## config.mk

```make
export PLATFORM = sky130hd
export DESIGN_NAME = jk_register_bank
export DESIGN_NICKNAME = d
export VERILOG_FILES = /design/src/rtl/jk_pkg.sv /design/src/rtl/jk_bit_cell.sv /design/src/rtl/jk_register_bank.sv
export SDC_FILE = /design/constraint.sdc
export NUM_CORES = 1
export LEC_CHECK = 0
export ABC_CLOCK_PERIOD_IN_PS = 2200
export CORE_UTILIZATION = 41
export CTS_CLUSTER_DIAMETER = 150
export DETAILED_ROUTE_END_ITERATION = 8
export PLACE_DENSITY = 0.81
export REMOVE_ABC_BUFFERS = 1
export SLEW_MARGIN = 25
export SYNTH_ARGS = -nofsm -noshare
export SYNTH_HDL_FRONTEND = slang
export SYNTH_SLANG_ARGS = --single-unit
```

## constraint.sdc

```tcl
create_clock -name clock_pos -period 2.2 [get_ports clock_pos]
set_input_delay 0.22 -clock clock_pos [delete_from_list [all_inputs] [get_ports clock_pos]]
set_output_delay 0.22 -clock clock_pos [all_outputs]
set_load 0.05 [all_outputs]
```

## src/rtl/jk_pkg.sv

```systemverilog
// Shared definitions for the JK register bank: operating-mode encoding
// and the single-bit JK next-state codes used by jk_bit_cell.
package jk_pkg;

  // Operating mode presented on the bank's 2-bit mode port.
  typedef enum logic [1:0] {
    JK_MODE_BITWISE    = 2'b00,
    JK_MODE_COUNT_UP   = 2'b01,
    JK_MODE_COUNT_DOWN = 2'b10,
    JK_MODE_HOLD       = 2'b11
  } jk_mode_e;

  // JK input pair {J,K} codes and the action each one selects.
  localparam logic [1:0] JK_HOLD   = 2'b00;
  localparam logic [1:0] JK_RESET  = 2'b01;
  localparam logic [1:0] JK_SET    = 2'b10;
  localparam logic [1:0] JK_TOGGLE = 2'b11;

  // Reference next-state function for one JK bit.
  function automatic logic jk_next(input logic j, input logic k, input logic q);
    logic r;
    case ({j, k})
      JK_HOLD:   r = q;
      JK_RESET:  r = 1'b0;
      JK_SET:    r = 1'b1;
      default:   r = ~q;
    endcase
    return r;
  endfunction

endpackage

```

## src/rtl/jk_bit_cell.sv

```systemverilog
// Single-bit JK next-state cell: (J, K, current) -> next.
// Purely combinational; the bank owns the storage flop.
module jk_bit_cell
  import jk_pkg::*;
(
  input  logic j,
  input  logic k,
  input  logic q,
  output logic q_next
);

  // Decode the JK pair into hold / reset / set / toggle.
  always_comb begin
    q_next = q;
    case ({j, k})
      JK_HOLD:   q_next = q;
      JK_RESET:  q_next = 1'b0;
      JK_SET:    q_next = 1'b1;
      JK_TOGGLE: q_next = ~q;
      default:   q_next = q;
    endcase
  end

endmodule

```

## src/rtl/jk_register_bank.sv

```systemverilog
// WIDTH-bit bank of JK flip-flops with synchronous clear/preset, clock
// enable, and up/down counter modes that drive each bit through its JK
// cell as a toggle (J=K=toggle enable from the carry/borrow chain).
// Optional feature: define JK_BANK_CHANGE_FLAG_EN to build the sticky
// change_flag register; otherwise change_flag is tied low and
// change_clear is ignored (ports kept for interface stability).
module jk_register_bank
  import jk_pkg::*;
#(
  parameter int               WIDTH        = 8,
  parameter logic [WIDTH-1:0] RESET_VALUE  = {WIDTH{1'b0}},
  parameter logic [WIDTH-1:0] PRESET_VALUE = {WIDTH{1'b1}}
) (
  input  logic             clock_pos,
  input  logic             reset_pos,
  input  logic             enable,
  input  logic [1:0]       mode,
  input  logic [WIDTH-1:0] signal_J,
  input  logic [WIDTH-1:0] signal_K,
  input  logic             preset_sync,
  input  logic             clear_sync,
  input  logic             change_clear,
  output logic [WIDTH-1:0] signal_out,
  output logic [WIDTH-1:0] signal_out_neg,
  output logic             terminal_count,
  output logic             change_flag
);

  jk_mode_e         mode_e;
  logic [WIDTH-1:0] state_q;
  logic [WIDTH-1:0] state_d;
  logic [WIDTH:0]   carry;      // carry[i]: bits [i-1:0] all ones
  logic [WIDTH:0]   borrow;     // borrow[i]: bits [i-1:0] all zeros
  logic [WIDTH-1:0] cell_j;
  logic [WIDTH-1:0] cell_k;
  logic [WIDTH-1:0] mode_next;
  logic             all_ones;
  logic             all_zeros;

  assign mode_e = jk_mode_e'(mode);

  // Ripple chains: bit 0 always toggles when counting.
  assign carry[0]  = 1'b1;
  assign borrow[0] = 1'b1;

  generate
    for (genvar gi = 0; gi < WIDTH; gi++) begin : g_chain
      assign carry[gi+1]  = carry[gi]  &  state_q[gi];
      assign borrow[gi+1] = borrow[gi] & ~state_q[gi];
    end
  endgenerate

  assign all_ones  = carry[WIDTH];
  assign all_zeros = borrow[WIDTH];

  // Select what each JK cell sees: external J/K in bitwise mode, the
  // carry/borrow chain as a toggle enable when counting, idle otherwise.
  always_comb begin
    cell_j = '0;
    cell_k = '0;
    case (mode_e)
      JK_MODE_BITWISE: begin
        cell_j = signal_J;
        cell_k = signal_K;
      end
      JK_MODE_COUNT_UP: begin
        cell_j = carry[WIDTH-1:0];
        cell_k = carry[WIDTH-1:0];
      end
      JK_MODE_COUNT_DOWN: begin
        cell_j = borrow[WIDTH-1:0];
        cell_k = borrow[WIDTH-1:0];
      end
      JK_MODE_HOLD: begin
        cell_j = '0;
        cell_k = '0;
      end
      default: begin
        cell_j = '0;
        cell_k = '0;
      end
    endcase
  end

  generate
    for (genvar gi = 0; gi < WIDTH; gi++) begin : g_cell
      jk_bit_cell u_cell (
        .j      (cell_j[gi]),
        .k      (cell_k[gi]),
        .q      (state_q[gi]),
        .q_next (mode_next[gi])
      );
    end
  endgenerate

  // Priority: clear beats preset, both beat the enable, enable gates mode.
  always_comb begin
    state_d = state_q;
    if (clear_sync) begin
      state_d = '0;
    end else if (preset_sync) begin
      state_d = PRESET_VALUE;
    end else if (!enable) begin
      state_d = state_q;
    end else begin
      state_d = mode_next;
    end
  end

  // State register; reset loads RESET_VALUE without waiting for a clock.
  always_ff @(posedge clock_pos or posedge reset_pos) begin
    if (reset_pos) begin
      state_q <= RESET_VALUE;
    end else begin
      state_q <= state_d;
    end
  end

  assign signal_out     = state_q;
  assign signal_out_neg = ~state_q;

  // Raised in the cycle before the counter wraps in its current direction.
  assign terminal_count = enable &
                          (((mode_e == JK_MODE_COUNT_UP)   & all_ones) |
                           ((mode_e == JK_MODE_COUNT_DOWN) & all_zeros));

`ifdef JK_BANK_CHANGE_FLAG_EN
  logic change_flag_q;
  logic change_flag_d;

  // A state change at this edge wins over a coincident clear request.
  always_comb begin
    change_flag_d = change_flag_q;
    if (state_d != state_q) begin
      change_flag_d = 1'b1;
    end else if (change_clear) begin
      change_flag_d = 1'b0;
    end
  end

  // Sticky change indicator, cleared by reset.
  always_ff @(posedge clock_pos or posedge reset_pos) begin
    if (reset_pos) begin
      change_flag_q <= 1'b0;
    end else begin
      change_flag_q <= change_flag_d;
    end
  end

  assign change_flag = change_flag_q;
`else
  logic unused_change_clear;
  assign unused_change_clear = change_clear;
  assign change_flag         = 1'b0;
`endif

endmodule

```

Word level (Yosys, flattened, before mapping) --
Cells that the tools add are included.
Cells by class: reduce and logical (&&, ||, !) cells 18, eq/ne operators 35, bitwise logic cells 27, multiplexer cells 13
Operator list (number):
- $pmux W8 S4 | 2
- $eq A2 B2 Y1 const B | 18
- $mux W8 | 3
- $ne A3 B3 Y1 const B | 8
- $pmux W1 S3 | 8
- $eq A2 B1 Y1 const B | 9
- $logic_not A2 Y1 | 9
- $and A1 B1 Y1 | 17
- $reduce_and A2 Y1 | 8
- $not A1 Y1 | 8
- $not A8 Y8 | 1
- $reduce_bool A3 Y1 | 1
- $or A1 B1 Y1 | 1
Word-level totals: register bits 8, input port bits 24

Logic depth before layout (Yosys ltp) --
depth in word-level cells 13, gate-level depth with buffers 8, depth with buffers taken out 6

Cells and area by module --
From an unflattened synthesis, not the netlist that was laid out.
Second synthesis, totals: cells, all modules 128, area, all modules 910.9 µm²
Modules (own cells, without submodules):
- jk_register_bank | instances 1, area each 800.8 µm², cells an instance 112
- jk_bit_cell | instances 8, area each 13.8 µm², cells an instance 2

Worst setup path after synthesis --
Ideal clock, no wire load.
kind reg2out, start reg state_q[2], in the netlist signal_out[2], end out terminal_count, required time 1980 ps, slack -163 ps, stages on the path, launching flop included 5, arrival 2143 ps, path buffers 0, cell sequence dfrtp_1 > or4b_4 > nor3_1 > nand3_1 > a21oi_1
On the way: longest elaborated chain between the ends 10, elaborated cells on any way between the ends 17
RTL lines:
- from (decl) | line jk_register_bank.sv:30 | logic [WIDTH-1:0] state_q;
- from (signal assigned) | line jk_register_bank.sv:115 | state_q <= state_d;
- $not A1 Y1 | line jk_register_bank.sv:49 | assign borrow[gi+1] = borrow[gi] & ~state_q[gi];
- $and A1 B1 Y1 (6 in a row) | line jk_register_bank.sv:49
- $and A1 B1 Y1 | line jk_register_bank.sv:125 | ((mode_e == JK_MODE_COUNT_DOWN) & all_zeros));
- $or A1 B1 Y1 * | line jk_register_bank.sv:124 | (((mode_e == JK_MODE_COUNT_UP) & all_ones) |
- $and A1 B1 Y1 * | line jk_register_bank.sv:123 | assign terminal_count = enable &
- to (decl) | line jk_register_bank.sv:25 | output logic terminal_count,
Mark *: on every way between the ends. The rest lies on a longest branch, timed or not.

Worst setup path in the final report --
Same ends and word-level chain as after synthesis.

==> metrics.yaml <==
yosys:
  synth_seq_area_share_pct: 22.2
  ys.flop_type: "dfrtp_1"
  synth_edf_count: 0
  ys_types: 43
  synth_top_cell_by_area: "dfrtp_1"
  synth_warnings: 0
  synthesis.area_sq_um: 902
  synth_top_cell_area_share_pct: 22.2
  syn_inst: 117
  syn_avg_cell_area_sq_um: 7.71
  ys_async_sr_fraction_pct: 100
  synth_area_leaders: "dfrtp_1, buf_4, inv_1"
  ys_ff_latch: 8
finish:
  final_util_pct: 69.4
  fin_cells: 186
  largest_reg_flops: 8
  fillCellCount: 167
  antenna_cells: 0
  syn2layout_area_growth_pct: 55.6
  drive_above_1_share_pct: 20.1
  fin_nets: 188
  design_area_sq_um: 1400
global_route:
  grt_usage_pct: 24.6
  grtUsageMet1_pct: 31.9
  use_met2_pct: 41.0
  grt_overflow: 0
  grt_max_degree: 18
  busiest_layer: "met2"
  grt_pass1_vias: 972
  grt_pass1_wl_mm: 4.60
  gr-usage-met3_pct: 3.43
  antenna_found_initial: 0
setup_path:
  end_kind: "output pin"
  start_kind: "register"
  cp_max_fo: 2
  crit_required_ns: 1.98
  cp.arrival_ns: 1.87
  setup.worst_path.start: "signal_out[2]$_DFFE_PP0P_"
  crit_type: "register to output pin"
  r2r_start: "signal_out[2]$_DFFE_PP0P_"
die:
  rows: 16
  die_area_sq_um: 2390
  core-area_sq_um: 2020
  dieWidth_um: 48.9
  pin_count: 42
  initial_core_util_pct: 44.6
  die_h_um: 48.9
clock_network:
  cts_tree: "yes"
  clk_path_buf_depth: 2
  cts_buffers: 3
  numClockSinks: 8
  clk_pin_slew_ns: 0.07
  htreeDepth: 1
  cts_root_buf: "clkbuf_4"
  clock_latency_ns: 0.26
  ctsHoldBuffers: 0
timing:
  final-setup-viol-count: 0
  rsz0062_at_grt: "no"
  relSlewSlack_pct: 66.5
  fmax_mhz: 479
  worst_pin_slew_ns: 0.500
  fin_crit_sh_pct: 94.9
  slew_violations: 0
  period_minus_slack_ns: 2.09
  finalClockSkew_ns: 0.00802
  fin_tns_setup_ns: 0
  hold_viol_final: 0
  whs_ns: 0.249
  setup_ws_ns: 0.111
run:
  drv_cap: 0
detailed_routing:
  drt_iter0_drc: 35
  wl_mm: 2.73
  antenna_left: 0
  routedWlPerCell_um: 14.7
  drtPass1Iterations: 4
  vias_per_cell: 5.62
  vias: 1046
  drc_errors: 0
placed_design:
  place_congestion: 0.845
  preCtsSetupSlack_ns: -0.229
  place_hpwl_mm: 2.05
  io_buffers: 39
  placed_area_sq_um: 1340
  place_inst: 182
run_status:
  status: "completed"
pwr:
  finalPower_mw: 0.670
  cellPowerDensity_nw_per_um2: 477
  p_leak_nw: 0.622
  peakVddDrop_v: 0.000264
min_path:
  hold_class: "input port to asynchronous set/reset pin"
## worst paths after layout
path	endpoint	slack (ns)	depth (start not counted)
worst max-delay path	terminal_count	0.11	5
worst min-delay path	signal_out[4]$_DFFE_PP0P_	0.25	2
worst max register to register	signal_out[7]$_DFFE_PP0P_	0.27	5
worst min register to register	signal_out[1]$_DFFE_PP0P_	0.65	2
max in group asynchronous	signal_out[0]$_DFFE_PP0P_	1.67	2
min in group clock_pos	signal_out[4]$_DFFE_PP0P_	0.61	2
## final cells by class
| class | count | area (sq um) | share of cell area (%) |
|---|---|---|---|
| clock buffers | 3 | 22.5 | 1.60 |
| inverters | 16 | 60.1 | 4.28 |
| multi-input cells | 79 | 577 | 41.1 |
| flip-flops and latches | 8 | 200 | 14.3 |
| well taps | 27 | 33.8 | 2.41 |
| repair buffers | 53 | 510 | 36.4 |
## cells in the final DEF, fill, tap and decap left out, types with 2 or more instances in the layout
| master | n |
|---|---|
| inv_1 | 15 |
| nand2_1 | 2 |
| or4_1 | 2 |
| clkdlybuf4s50_1 | 36 |
| or3_1 | 2 |
| o211a_1 | 2 |
| nor2b_1 | 2 |
| dfrtp_1 | 8 |
| a31oi_1 | 2 |
| clkbuf_4 | 3 |
| or2_2 | 2 |
| mux2i_1 | 3 |
| dlymetal6s2s_1 | 2 |
| nor2_1 | 7 |
| nor3_1 | 2 |
| buf_4 | 14 |
| nand2b_1 | 8 |
| ha_1 | 2 |
| a21oi_1 | 5 |
| o32ai_1 | 2 |
| o21ai_0 | 8 |
## layer usage
layer	share of wire [%]	vias to the layer above
met1	42	485
met5	0	-
met2	50	58
met4	1.5	0
li1	-	499
met3	5.8	4
## cells in the mapped netlist (2+ instances only)
master     n
ha_1       3
buf_2      2
nor3_1     4
inv_1     16
o211a_1    2
clkbuf_1   2
nand2_1    2
o32ai_1    2
buf_4     10
a21oi_1    6
or2_2      2
nor2b_1    2
o21ai_0    8
dfrtp_1    8
or3_1      2
nor2_1     7
mux2i_1    3
a31oi_1    2
or4_1      2
nand3_1    2
nand2b_1   8
## kinds of logic (layout without fill, tap and decap cells)
| family | count (synthesis) | after routing | synth area share, % |
|---|---|---|---|
| other | 1 | 1 | 0.416 |
| AND/OR/NAND/NOR | 38 | 38 | 26.1 |
| multiplexers | 4 | 4 | 4.58 |
| adder cells (fa/ha/maj) | 3 | 3 | 4.16 |
| flip-flops | 8 | 8 | 22.2 |
| buffers and inverters | 30 | 72 | 16.9 |
| AO/OA/AOI/OAI | 33 | 33 | 25.7 |
## critical path, stage by stage, from the launching register on
cell     delay (ns)
dfrtp_1        0.39
or4b_4         0.56
nor3_4         0.21
nand3_2        0.11
a21oi_2        0.19
buf_12         0.15
## power by group
part	internal [mW]	total [mW]	switching [mW]
logic	0.148	0.362	0.214
clock network	0.0629	0.122	0.0588
registers	0.162	0.187	0.0246
## repair_timing
action                     CTS  global route
resized for setup            4             5
setup endpoints to repair    1             1
setup buffers                1             0
pin swaps                    2             3
(Power assumes the default switching activity.)
